File: config.mk
export PLATFORM = sky130hd
export DESIGN_NAME = stack_queue_buffer_flat
export DESIGN_NICKNAME = d
export VERILOG_FILES = /design/src/rtl/stack_queue_pkg.sv /design/src/rtl/stack_queue_buffer_if.sv /design/src/rtl/stack_queue_ram.sv /design/src/rtl/stack_queue_buffer.sv /design/src/flat_wrapper.sv
export SDC_FILE = /design/constraint.sdc
export NUM_CORES = 1
export LEC_CHECK = 0
export CAP_MARGIN = 20
export CORE_MARGIN = 4
export CORE_UTILIZATION = 25
export CTS_BUF_LIST = sky130_fd_sc_hd__clkbuf_4 sky130_fd_sc_hd__clkbuf_8 sky130_fd_sc_hd__clkbuf_16
export CTS_CLUSTER_SIZE = 30
export DETAILED_ROUTE_END_ITERATION = 7
export PLACE_DENSITY_LB_ADDON = 0.2
export SYNTH_ARGS = -nofsm -noshare
export SYNTH_HDL_FRONTEND = slang
export SYNTH_HIERARCHICAL = 1
export SYNTH_SLANG_ARGS = --single-unit
export TNS_END_PERCENT = 10
File: constraint.sdc
create_clock -name clock -period 9.15 [get_ports clock]
set_clock_uncertainty 0.15 [all_clocks]
set_input_delay 1.83 -clock clock [delete_from_list [all_inputs] [get_ports clock]]
set_output_delay 1.83 -clock clock [all_outputs]
set_load 0.005 [all_outputs]
File: src/rtl/stack_queue_pkg.sv
// Shared definitions for the dual-mode stack/queue buffer: mode encodings
// and the ceiling-log2 helper used to size counters and pointers.
package stack_queue_pkg;

    localparam logic MODE_LIFO = 1'b0;
    localparam logic MODE_FIFO = 1'b1;

    function automatic int clog2(input int value);
        int result;
        int remaining;
        result = 0;
        remaining = value - 1;
        while (remaining > 0) begin
            result = result + 1;
            remaining = remaining >> 1;
        end
        return result;
    endfunction

endpackage

File: src/rtl/stack_queue_buffer_if.sv
// Request/response bundle of the stack/queue buffer; the master drives
// requests, the slave (the buffer) returns data and status.
interface stack_queue_buffer_if
    import stack_queue_pkg::*;
#(
    parameter int WIDTH = 16,
    parameter int DEPTH = 16
) ();

    localparam int CW = clog2(DEPTH + 1);

    logic             mode;
    logic             push;
    logic [WIDTH-1:0] data;
    logic             pop;
    logic             clear_err;
    logic [WIDTH-1:0] q;
    logic             q_valid;
    logic [CW-1:0]    count;
    logic             empty;
    logic             full;
    logic             almost_empty;
    logic             almost_full;
    logic             overflow;
    logic             underflow;

    modport master (
        output mode, push, data, pop, clear_err,
        input  q, q_valid, count, empty, full, almost_empty, almost_full,
               overflow, underflow
    );

    modport slave (
        input  mode, push, data, pop, clear_err,
        output q, q_valid, count, empty, full, almost_empty, almost_full,
               overflow, underflow
    );

endinterface

File: src/rtl/stack_queue_ram.sv
// DEPTH x WIDTH storage array: one synchronous write port, one
// asynchronous read port so the top can look ahead at the next word.
module stack_queue_ram
    import stack_queue_pkg::*;
#(
    parameter int WIDTH = 16,
    parameter int DEPTH = 16,
    parameter int AW    = clog2(DEPTH)
) (
    input  logic             clock,
    input  logic             we,
    input  logic [AW-1:0]    waddr,
    input  logic [WIDTH-1:0] wdata,
    input  logic [AW-1:0]    raddr,
    output logic [WIDTH-1:0] rdata
);

    logic [WIDTH-1:0] mem [DEPTH];

    always_ff @(posedge clock) begin
        if (we) begin
            mem[waddr] <= wdata;
        end
    end

    assign rdata = mem[raddr];

endmodule

File: src/rtl/stack_queue_buffer.sv
// Dual-mode LIFO/FIFO buffer with registered fall-through output, threshold
// flags derived from the next count, and sticky overflow/underflow errors.
module stack_queue_buffer
    import stack_queue_pkg::*;
#(
    parameter int WIDTH      = 16,
    parameter int DEPTH      = 16,
    parameter int AFULL_LVL  = DEPTH - 2,
    parameter int AEMPTY_LVL = 2
) (
    input logic               clock,
    input logic               reset,
    stack_queue_buffer_if.slave bus
);

    localparam int CW = clog2(DEPTH + 1);
    localparam int AW = clog2(DEPTH);

    logic             active_mode;
    logic [AW-1:0]    rd_ptr;
    logic [AW-1:0]    wr_ptr;
    logic [CW-1:0]    count_r;
    logic [CW-1:0]    count_next;
    logic [WIDTH-1:0] q_r;
    logic [WIDTH-1:0] q_next;
    logic [WIDTH-1:0] ram_rdata;
    logic [AW-1:0]    waddr;
    logic [AW-1:0]    raddr;
    logic [AW-1:0]    sp;
    logic             is_empty;
    logic             is_full;
    logic             fifo_mode;
    logic             push_ok;
    logic             pop_ok;
    logic             q_valid_r;
    logic             empty_r;
    logic             full_r;
    logic             almost_empty_r;
    logic             almost_full_r;
    logic             overflow_r;
    logic             underflow_r;

    // In LIFO mode the stack pointer is simply the count; slot count-1 is the top.
    assign sp = count_r[AW-1:0];

    always_comb begin
        is_empty   = (count_r == '0);
        is_full    = (count_r == CW'(DEPTH));
        fifo_mode  = is_empty ? bus.mode : active_mode;
        push_ok    = bus.push && (!is_full || bus.pop);
        pop_ok     = bus.pop && !is_empty;
        count_next = count_r;
        q_next     = q_r;
        waddr      = fifo_mode ? wr_ptr : sp;
        raddr      = fifo_mode ? (rd_ptr + 1'b1) : (sp - AW'(2));
        if (push_ok && pop_ok) begin
            if (fifo_mode) begin
                q_next = (count_r == CW'(1)) ? bus.data : ram_rdata;
            end else begin
                waddr  = sp - AW'(1);
                q_next = bus.data;
            end
        end else if (push_ok) begin
            count_next = count_r + 1'b1;
            if (!fifo_mode || is_empty) begin
                q_next = bus.data;
            end
        end else if (pop_ok) begin
            count_next = count_r - 1'b1;
            q_next     = (count_r == CW'(1)) ? '0 : ram_rdata;
        end
    end

    // Status flags come from count_next so they line up with count itself.
    always_ff @(posedge clock) begin
        if (reset) begin
            active_mode    <= MODE_LIFO;
            rd_ptr         <= '0;
            wr_ptr         <= '0;
            count_r        <= '0;
            q_r            <= '0;
            q_valid_r      <= 1'b0;
            empty_r        <= 1'b1;
            full_r         <= 1'b0;
            almost_empty_r <= 1'b1;
            almost_full_r  <= 1'b0;
            overflow_r     <= 1'b0;
            underflow_r    <= 1'b0;
        end else begin
            if (is_empty) begin
                active_mode <= bus.mode;
            end
            if (fifo_mode && push_ok) begin
                wr_ptr <= wr_ptr + 1'b1;
            end
            if (fifo_mode && pop_ok) begin
                rd_ptr <= rd_ptr + 1'b1;
            end
            count_r        <= count_next;
            q_r            <= q_next;
            q_valid_r      <= (count_next != '0);
            empty_r        <= (count_next == '0);
            full_r         <= (count_next == CW'(DEPTH));
            almost_empty_r <= (count_next <= CW'(AEMPTY_LVL));
            almost_full_r  <= (count_next >= CW'(AFULL_LVL));
            overflow_r     <= (overflow_r && !bus.clear_err) || (bus.push && is_full && !bus.pop);
            underflow_r    <= (underflow_r && !bus.clear_err) || (bus.pop && is_empty);
        end
    end

    stack_queue_ram #(
        .WIDTH (WIDTH),
        .DEPTH (DEPTH)
    ) u_ram (
        .clock (clock),
        .we    (push_ok),
        .waddr (waddr),
        .wdata (bus.data),
        .raddr (raddr),
        .rdata (ram_rdata)
    );

    assign bus.q            = q_r;
    assign bus.q_valid      = q_valid_r;
    assign bus.count        = count_r;
    assign bus.empty        = empty_r;
    assign bus.full         = full_r;
    assign bus.almost_empty = almost_empty_r;
    assign bus.almost_full  = almost_full_r;
    assign bus.overflow     = overflow_r;
    assign bus.underflow    = underflow_r;

endmodule

File: src/flat_wrapper.sv
// flat-port wrapper written by rule: the top's interface ports become plain ports
module stack_queue_buffer_flat import stack_queue_pkg::*;
#(
    parameter int WIDTH      = 16,
    parameter int DEPTH      = 16,
    parameter int AFULL_LVL  = DEPTH - 2,
    parameter int AEMPTY_LVL = 2
)
  (clock, reset, bus_mode, bus_push, bus_data, bus_pop, bus_clear_err, bus_q, bus_q_valid, bus_count, bus_empty, bus_full, bus_almost_empty, bus_almost_full, bus_overflow, bus_underflow);
  stack_queue_buffer_if #(.WIDTH(WIDTH), .DEPTH(DEPTH)) bus_i ();
  input logic clock;
  input logic reset;
  input wire logic [$bits(bus_i.mode)-1:0] bus_mode;
  input wire logic [$bits(bus_i.push)-1:0] bus_push;
  input wire logic [$bits(bus_i.data)-1:0] bus_data;
  input wire logic [$bits(bus_i.pop)-1:0] bus_pop;
  input wire logic [$bits(bus_i.clear_err)-1:0] bus_clear_err;
  output wire logic [$bits(bus_i.q)-1:0] bus_q;
  output wire logic [$bits(bus_i.q_valid)-1:0] bus_q_valid;
  output wire logic [$bits(bus_i.count)-1:0] bus_count;
  output wire logic [$bits(bus_i.empty)-1:0] bus_empty;
  output wire logic [$bits(bus_i.full)-1:0] bus_full;
  output wire logic [$bits(bus_i.almost_empty)-1:0] bus_almost_empty;
  output wire logic [$bits(bus_i.almost_full)-1:0] bus_almost_full;
  output wire logic [$bits(bus_i.overflow)-1:0] bus_overflow;
  output wire logic [$bits(bus_i.underflow)-1:0] bus_underflow;
  assign bus_i.mode = bus_mode;
  assign bus_i.push = bus_push;
  assign bus_i.data = bus_data;
  assign bus_i.pop = bus_pop;
  assign bus_i.clear_err = bus_clear_err;
  assign bus_q = bus_i.q;
  assign bus_q_valid = bus_i.q_valid;
  assign bus_count = bus_i.count;
  assign bus_empty = bus_i.empty;
  assign bus_full = bus_i.full;
  assign bus_almost_empty = bus_i.almost_empty;
  assign bus_almost_full = bus_i.almost_full;
  assign bus_overflow = bus_i.overflow;
  assign bus_underflow = bus_i.underflow;
  stack_queue_buffer #(.WIDTH(WIDTH), .DEPTH(DEPTH), .AFULL_LVL(AFULL_LVL), .AEMPTY_LVL(AEMPTY_LVL)) u_core (.clock(clock), .reset(reset), .bus(bus_i));
endmodule
==> results of run 1 <==
layout make-up:
type,count,area [µm²],share of cell area
clock inverters,14,206.4,0.01440
repair buffers,75,718.2,0.05008
well taps,607,759.5,0.05296
inverters,10,37.54,0.002618
clock buffers,45,952.2,0.06640
flip-flops and latches,293,8428,0.5877
multi-input cells,304,3238,0.2258
per-stage QoR:
stage	hold WS (ns)	cell area (µm²)	instances
2_1_floorplan	0.3058	11850	645
3_3_place_gp	0.3024	13150	1288
3_5_place_dp	0.3011	13150	1288
4_1_cts	0.3143	14310	1347
5_1_grt	0.3380	14340	1348
6_report	0.3121	14340	1348
cell families after synthesis:
kind of cell	share of synthesized area
multiplexers	0.1286
AO/OA/AOI/OAI	0.07362
XOR/XNOR	0.008872
AND/OR/NAND/NOR	0.04531
buffers and inverters	0.02260
adder cells (fa/ha/maj)	0.009506
flip-flops	0.7114
final timing paths:
kind,startpoint,end,slack (ns)
hold reg to reg,u_core/bus.q[10],u_core/bus.q[10],0.31
setup reg to reg,u_core/bus.count[1],u_core/bus.q[8],4.14
setup / recovery,bus_pop,u_core/u_ram/mem[11][5],3.64
hold / removal,u_core/bus.q[10],u_core/bus.q[10],0.31
per-layer routing:
| metal | part of all wire | track usage |
|---|---|---|
| met1 | 0.45 | 0.1614 |
| met2 | 0.50 | 0.2025 |
| met3 | 0.038 | 0.02223 |
| met4 | 0.017 | 0.03023 |
| met5 | 0 | 0 |
cells in the final DEF, fill, tap and decap left out, types with 16 or more instances in the layout:
cell type and count:
o2bb2ai_1 16, nand2_1 23, nor2_1 23, dfxtp_1 37, clkbuf_16 34, clkdlybuf4s50_1 49, edfxtp_1 256, buf_4 24
mux4_2 54, a22oi_1 49
state kept, by name, summed over array words and instances, names as in the netlist:
signal,count
u_core/u_ram/mem,256
u_core/bus.q_valid,1
u_core/rd_ptr,4
u_core/bus.count,5
u_core/bus.empty,1
u_core/bus.full,1
u_core/bus.overflow,1
u_core/bus.underflow,1
u_core/wr_ptr,4
u_core/active_mode,1
u_core/bus.almost_full,1
u_core/bus.almost_empty,1
u_core/bus.q,16
power groups by stage:
stage	combinational, mW	sequential [mW]	clock (mW)
after floorplan	0.948	1.69	0
after global routing	1.54	1.70	1.50
final	1.41	1.68	1.40
after global placement	1.42	1.71	0
after detailed placement	1.42	1.71	0
after CTS	1.42	1.69	1.44
critical path, cell delays in order:
cell and delay, ns:
clkdlybuf4s50_1 0.74, clkinv_1 0.37, nor2_1 0.47, nand2_1 0.18, xnor2_1 0.19, a21oi_1 0.59, nand2_1 0.29, nor2_2 0.58
buf_4 0.32
==> summary.md, run 1 <==
| Metric | Value |
|---|---|
| Power Total | 4.496 mW |
| Setup Viol. Count Final | 0 |
| Post-Synthesis Cells | 645 |
| Starting density of the core | 0.2539 |
| First-pass DRT Iterations | 4 |
| RSZ-0062 raised after global routing | no |
| Startpoint types | primary input |
| Syn nets | 676 |
| Die Y | 225.7 µm |
| Combinational share of power | 0.315 |
| RD Place Congestion | 0.7645 |
| Hpwl dp | 17160 µm |
| Drt drc | 0 |
| Ports | 50 |
| Final TNS setup | 0 ns |
| Largest net degree at the start of global routing | 60 |
| Rel. slew slack | 0.4519 |
| Status | completed |
| CP max FO | 10 |
| Fmax | 181.5 MHz |
| Clock slew at reported path FFs | 0.06 ns |
| Crit path DAT | 5.57 ns |
| Post-Syn Area | 11850 µm² |
| Most frequent cell after synthesis | edfxtp_1 |
| Switch Pwr | 1.382 mW |
| Hold Crit Depth | 1 |
| First-pass GRT wire length | 45160 µm |
| Overall routing resource usage | 0.1202 |
| TritonCTS Buffers | 34 |
| Largest cells by area after synthesis | edfxtp_1 (65%), mux4_2 (10%), dfxtp_1 (6.3%) |
| Synth warn | 6 |
| Syn avg cell area | 18.37 µm² |
| Layout cells sized above 1 | 0.2308 |
| ANT cells | 0 |
| Measured slew at the worst slew-check pin | 0.8108 ns |
| Root Buffer | clkbuf_16 |
| Grt total ovfl | 0 |
| Fin. max-slew vios | 0 |
| Clock power frac | 0.311 |
| Worst hold path type | flip-flop to flip-flop |
| DR vias | 6242 |
| Fin crit period | 5.508 ns |
| Internal power | 3.114 mW |
| DIE WIDTH | 225.7 µm |
| 1st-iter DRT viols | 400 |
| Number of global-route vias before repair | 6524 |
| Post-synth top area share | 0.6489 |
| Crit Path Class | primary input to flip-flop |
| PD cells | 313.5 nW/µm² |
| Clk buf depth | 3 |
| Nets | 749 |
| Setup WS pre-CTS | 3.152 ns |
| Initial antenna violation count | 0 |
| Synthesis-stage register bit count | 293 |
| Core Box Area | 46650 µm² |
| Final Hold Fails | 0 |
| Syn-to-layout area delta | 21.05% |
| Post-route ant nets | 0 |
| TritonCTS clock tree | done |
| Largest area contributor in the netlist | edfxtp_1 |
| Peak supply drop | 0.0001770 V |
| IO Port Bufs | 49 |
| Period utilization | 0.6020 |
| Reg power frac | 0.374 |
| Reg2Reg Depth | 13 |
| Leak | 4.622 nW |
| Cts repair resizes | 0 |
| Seq/Total Area, Yosys | 0.7114 |
| Setup WS post-layout | 3.642 ns |
| Worst EP required | 9.21 ns |
| Avg WL per Cell | 22.65 µm |
| Total wire length | 30530 µm |
| Clk Latency, worst-skew pair | 0.51 ns |
| EDFF count, synth | 256 |
| Commonest cells in the netlist | edfxtp_1 (256), mux4_2 (54), a22oi_1 (49), dfxtp_1 (37), nor2_1 (36) |
| CTS HTree Levels | 2 |
| Sw frac | 0.3073 |
| Asr flop ratio synth | 0 |
| Most used DFF post-synth | edfxtp_1 |
| Cell Rows | 79 |
| CP endpoint kind | flip-flop |
| Setup bufs post-CTS | 0 |
| Clk sinks | 293 |
| Die area | 50930 µm² |
| Fillcell total | 4559 |
| Util after Layout | 0.3074 |
| Hold Buf Count CTS | 0 |
| Vias per cell | 4.631 |
| Maxcap violations | 0 |
| Synth cell types | 63 |
Note: power is estimated with default switching activity, not from simulation.
==> run 2: changes to the inputs <==
clock period = 5.11 ns   (was 9.15 ns; I/O delays follow)
==> summary.md, run 2 (synthesis gave the netlist of run 1 again) <==
| Metric | Value |
|---|---|
| Leak | 4.702 nW |
| Cell Rows | 79 |
| Worst R2R End | u_core/bus.q[7] |
| Fmax | 244.6 MHz |
| TritonCTS Buffers | 35 |
| Largest net degree at the start of global routing | 65 |
| Fin. max-slew vios | 0 |
| Peak supply drop | 0.0003626 V |
| Power Total | 8.140 mW |
| Period utilization | 0.7999 |
| Clock power frac | 0.309 |
| Die area | 50930 µm² |
| Worst hold path type | flip-flop to flip-flop |
| ANT cells | 0 |
| CTS HTree Levels | 2 |
| Clk sinks | 293 |
| Worst EP required | 5.40 ns |
| Combinational share of power | 0.325 |
| Post-route ant nets | 0 |
| Internal power | 5.590 mW |
| Status | completed |
| Number of global-route vias before repair | 6605 |
| Core Box Area | 46650 µm² |
| Clock slew at reported path FFs | 0.05 ns |
| Nets | 761 |
| Root Buffer | clkbuf_16 |
| Setup crit start | u_core/bus.count[0] |
| Setup WS pre-CTS | 0.6200 ns |
| Util after Layout | 0.3108 |
| CP max FO | 19 |
| Ports | 50 |
| Fin crit period | 4.088 ns |
| DR vias | 6311 |
| Reg power frac | 0.367 |
| Starting density of the core | 0.2539 |
| Rel. slew slack | 0.2733 |
| Final TNS setup | 0 ns |
| Setup bufs post-CTS | 0 |
| Die Y | 225.7 µm |
| Overall routing resource usage | 0.1205 |
| RSZ-0062 raised after global routing | no |
| Crit path DAT | 4.38 ns |
| Reg2Reg Depth | 12 |
| R2R Setup Slk | 1.02 ns |
| RD Place Congestion | 0.7371 |
| Setup Viol. Count Final | 0 |
| Fillcell total | 4554 |
| Vias per cell | 4.627 |
| Sw frac | 0.3132 |
| Max reg flops | 256 |
| TritonCTS clock tree | done |
| DIE WIDTH | 225.7 µm |
| Layout cells sized above 1 | 0.2497 |
| Crit Path Class | flip-flop to flip-flop |
| First-pass DRT Iterations | 5 |
| Hpwl dp | 18790 µm |
| CP endpoint kind | flip-flop |
| Grt total ovfl | 0 |
| PD cells | 561.4 nW/µm² |
| Clk buf depth | 3 |
| Hold Buf Count CTS | 0 |
| IO Port Bufs | 49 |
| Setup WS post-layout | 1.022 ns |
| Switch Pwr | 2.549 mW |
| First-pass GRT wire length | 45400 µm |
| Clk Latency, worst-skew pair | 0.52 ns |
| Cts repair resizes | 0 |
| Crit path to | u_core/bus.q[7] |
| Commonest non-fill, non-tap cell in the layout | edfxtp_1 |
| Final Hold Fails | 0 |
| Syn-to-layout area delta | 22.39% |
| Total wire length | 30720 µm |
| Commonest cells after routing, fill and taps aside | edfxtp_1 (256), mux4_2 (54), clkdlybuf4s50_1 (49), a22oi_1 (49), dfxtp_1 (37) |
| Register bank with the most flops | u_core/u_ram/mem |
| 1st-iter DRT viols | 513 |
| Initial antenna violation count | 0 |
| Maxcap violations | 0 |
| Startpoint types | flip-flop |
| R2R Path Start | u_core/bus.count[0] |
| Drt drc | 0 |
| Measured slew at the worst slew-check pin | 1.085 ns |
| Avg WL per Cell | 22.52 µm |
run 2: metrics by stage:
step | instances | area (µm²) | hold WS [ns]
floorplan | 645 | 11850 | 0.3058
global placement | 1300 | 13310 | 0.2987
detailed placement | 1300 | 13310 | 0.2953
CTS | 1364 | 14500 | 0.3154
global route | 1364 | 14500 | 0.3338
finish | 1364 | 14500 | 0.3104
run 2: power groups by stage:
stage	Sequential, mW	Combinational [mW]	Clock, mW
2_1_floorplan	3.02	1.70	0
3_3_place_gp	3.04	2.71	0
3_5_place_dp	3.04	2.69	0
4_1_cts	2.99	2.70	2.58
5_1_grt	3.01	2.85	2.69
6_report	2.98	2.64	2.51
run 2: critical path, cell delays in order, from the launching register on:
cell and delay, ns:
dfxtp_1 0.30, inv_1 0.13, ha_1 0.27, or4b_1 0.52
mux2i_2 0.31, buf_4 0.30, nor2_1 0.07, a21oi_1 0.32
nor2b_2 0.95, a22oi_1 0.22, nand2_1 0.18, a22oi_1 0.10
o2bb2ai_1 0.16
run 2: worst min path at each step:
stage | from | end | slack (ns) | cells after the start
6_report | u_core/bus.q[13] | u_core/bus.q[13] | 0.31 | 1
4_1_cts | u_core/bus.q[13] | u_core/bus.q[13] | 0.32 | 1
3_5_place_dp | u_core/bus.q[14] | u_core/bus.q[14] | 0.30 | 1
5_1_grt | u_core/bus.q[4] | u_core/bus.q[4] | 0.33 | 1
3_3_place_gp | u_core/bus.q[13] | u_core/bus.q[13] | 0.30 | 1
2_1_floorplan | u_core/bus.q[0] | u_core/bus.q[0] | 0.31 | 1
run 2: routing by layer:
| layer | vias to the layer above | wire length (µm) | global-route usage | share of wire |
|---|---|---|---|---|
| li1 | 2828 | - | - | - |
| met1 | 3324 | 13590 | 0.1586 | 0.44 |
| met2 | 121 | 15540 | 0.2087 | 0.51 |
| met3 | 38 | 1056 | 0.01924 | 0.034 |
| met4 | 0 | 531 | 0.03063 | 0.017 |
| met5 | - | 0 | 0 | 0 |
run 2: area by class of cell:
class,instances,area [µm²],area share
Multi-Input combinational cell,304,3231,0.2228
Clock buffer,52,1059,0.07301
Sequential cell,293,8428,0.5813
Inverter,10,37.54,0.002589
Clock inverter,12,128.9,0.008889
Timing Repair Buffer,86,855.8,0.05903
Tap cell,607,759.5,0.05238
==> run 3: changes to the inputs <==
clock period = 4.1 ns   (was 5.11 ns; I/O delays follow)
==> summary.md, run 3 (synthesis gave the netlist of run 1 again) <==
| Metric | Value |
|---|---|
| Status | completed |
| Measured slew at the worst slew-check pin | 1.029 ns |
| CTS HTree Levels | 2 |
| Worst path max stage delay | 0.52 ns |
| 1st-iter DRT viols | 401 |
| Die Y | 225.7 µm |
| Final Hold Fails | 0 |
| PD cells | 689.9 nW/µm² |
| Most used cell, CP | buf_4 |
| Initial antenna violation count | 0 |
| First-pass DRT Iterations | 4 |
| Commonest cells after routing, fill and taps aside | edfxtp_1 (256), buf_4 (57), mux4_2 (54) |
| Final TNS setup | 0 ns |
| Grt total ovfl | 0 |
| Cell Rows | 79 |
| Hpwl dp | 19500 µm |
| Clock slew at reported path FFs | 0.06 ns |
| Cts repair resizes | 0 |
| CP max FO | 27 |
| Die area | 50930 µm² |
| Reg power frac | 0.371 |
| Max reg flops | 256 |
| Commonest non-fill, non-tap cell in the layout | edfxtp_1 |
| Hold Buf Count CTS | 0 |
| RSZ-0062 raised after global routing | no |
| First-pass GRT wire length | 45700 µm |
| DR vias | 6475 |
| Switch Pwr | 3.145 mW |
| Clock power frac | 0.297 |
| Reg2Reg Depth | 14 |
| CP endpoint kind | flip-flop |
| Total wire length | 30800 µm |
| Starting density of the core | 0.2539 |
| ANT cells | 0 |
| TritonCTS Buffers | 34 |
| Buf+Inv Stages, Crit Path | 4 |
| Overall routing resource usage | 0.1218 |
| Internal power | 6.927 mW |
| Nets | 785 |
| Crit Path Class | flip-flop to flip-flop |
| Worst R2R End | u_core/bus.q[5] |
| Hold Startpoint | u_core/bus.q[12] |
| Worst Hold Endpoint | u_core/bus.q[12] |
| Hold Crit Depth | 1 |
| Fmax | 265.6 MHz |
| Largest net degree at the start of global routing | 38 |
| Delay-heaviest family, CP | buffers and inverters |
| Fin. max-slew vios | 0 |
| DIE WIDTH | 225.7 µm |
| TritonCTS clock tree | done |
| Drt drc | 0 |
| Worst hold path type | flip-flop to flip-flop |
| Worst-path cell chain | inv_1 -> ha_1 -> or4b_1 -> mux2i_2 -> buf_4 -> buf_4 -> nor2_1 -> a21oi_4 -> buf_4 -> mux4_2 -> a22oi_1 -> nand2_1 -> a22oi_1 -> o2bb2ai_1 |
| Clk sinks | 293 |
| Clk buf depth | 3 |
| Peak supply drop | 0.0002480 V |
| R2R Setup Slk | 0.33 ns |
| Startpoint types | flip-flop |
| Number of global-route vias before repair | 6822 |
| Ports | 50 |
| Register bank with the most flops | u_core/u_ram/mem |
| Clk Latency, worst-skew pair | 0.53 ns |
| Post-route ant nets | 0 |
| Maxcap violations | 0 |
| IO Port Bufs | 49 |
| Fin crit period | 3.766 ns |
| Setup bufs post-CTS | 0 |
| Syn-to-layout area delta | 23.23% |
| Combinational share of power | 0.333 |
| Vias per cell | 4.675 |
| Setup Viol. Count Final | 0 |
| Rel. slew slack | 0.3138 |
| Leak | 4.795 nW |
| Fillcell total | 4567 |
| Avg WL per Cell | 22.24 µm |
| Root Buffer | clkbuf_16 |
| Setup WS pre-CTS | 0.2408 ns |
| Setup WS post-layout | 0.3342 ns |
| Sw frac | 0.3122 |
| Period utilization | 0.9185 |
| Slowest cell on the critical path | or4b_1 |
| R2R Path Start | u_core/bus.count[0] |
| Worst EP required | 4.34 ns |
| RD Place Congestion | 0.7726 |
| Layout cells sized above 1 | 0.2648 |
| Core Box Area | 46650 µm² |
| Crit path DAT | 4.01 ns |
run 3: worst reg2reg max path, cell delays in order (launching register included):
cell	delay (ns)
dfxtp_1	0.31
inv_1	0.11
ha_1	0.20
or4b_1	0.52
mux2i_2	0.23
buf_4	0.18
buf_4	0.22
nor2_1	0.10
a21oi_4	0.16
buf_4	0.42
mux4_2	0.38
a22oi_1	0.30
nand2_1	0.09
a22oi_1	0.17
o2bb2ai_1	0.10
run 3: power by group through the flow:
stage          Clock [mW]  Sequential (mW)  Combinational, mW
2_1_floorplan           0             3.77               2.12
3_3_place_gp            0             3.80               3.43
6_report             2.99             3.73               3.35
4_1_cts              3.08             3.74               3.43
5_1_grt              3.21             3.76               3.63
3_5_place_dp            0             3.80               3.42
run 3: worst max-delay path by stage:
stage,startpoint,endpoint,depth (start not counted),slack [ns]
floorplan,u_core/bus.count[1],u_core/u_ram/mem[8][0],10,0.14
global placement,bus_mode,u_core/bus.q[5],12,0.23
detailed placement,bus_mode,u_core/bus.q[5],12,0.24
CTS,u_core/bus.count[0],u_core/bus.q[5],14,0.31
global route,u_core/bus.count[0],u_core/bus.q[10],14,0.08
finish,u_core/bus.count[0],u_core/bus.q[5],14,0.33
run 3: layer usage:
layer	vias to the layer above	track usage	share of wire
met5	-	0	0
met4	0	0.03497	0.019
met3	44	0.02249	0.037
met2	129	0.2007	0.49
met1	3431	0.1654	0.46
li1	2871	-	-
run 3: layout make-up:
type / count / area, µm² / area share
Timing Repair Buffer: 111 / 1018 / 0.06977
Multi-Input combinational cell: 304 / 3237 / 0.2217
Inverter: 10 / 37.54 / 0.002571
Sequential cell: 293 / 8428 / 0.5774
Tap cell: 607 / 759.5 / 0.05203
Clock buffer: 46 / 977.2 / 0.06694
Clock inverter: 14 / 140.1 / 0.009600
run 3: per-stage QoR:
step | hold slack, ns | cells | power [mW] | utilization | instance area (µm²)
global route | 0.3555 | 1385 | 10.61 | 0.3129 | 14600
floorplan | 0.3058 | 645 | 5.885 | - | 11850
global placement | 0.3427 | 1325 | 7.233 | 0.2889 | 13480
detailed placement | 0.3347 | 1325 | 7.218 | 0.2889 | 13480
finish | 0.3394 | 1385 | 10.07 | 0.3129 | 14600
CTS | 0.3475 | 1385 | 10.25 | 0.3129 | 14600
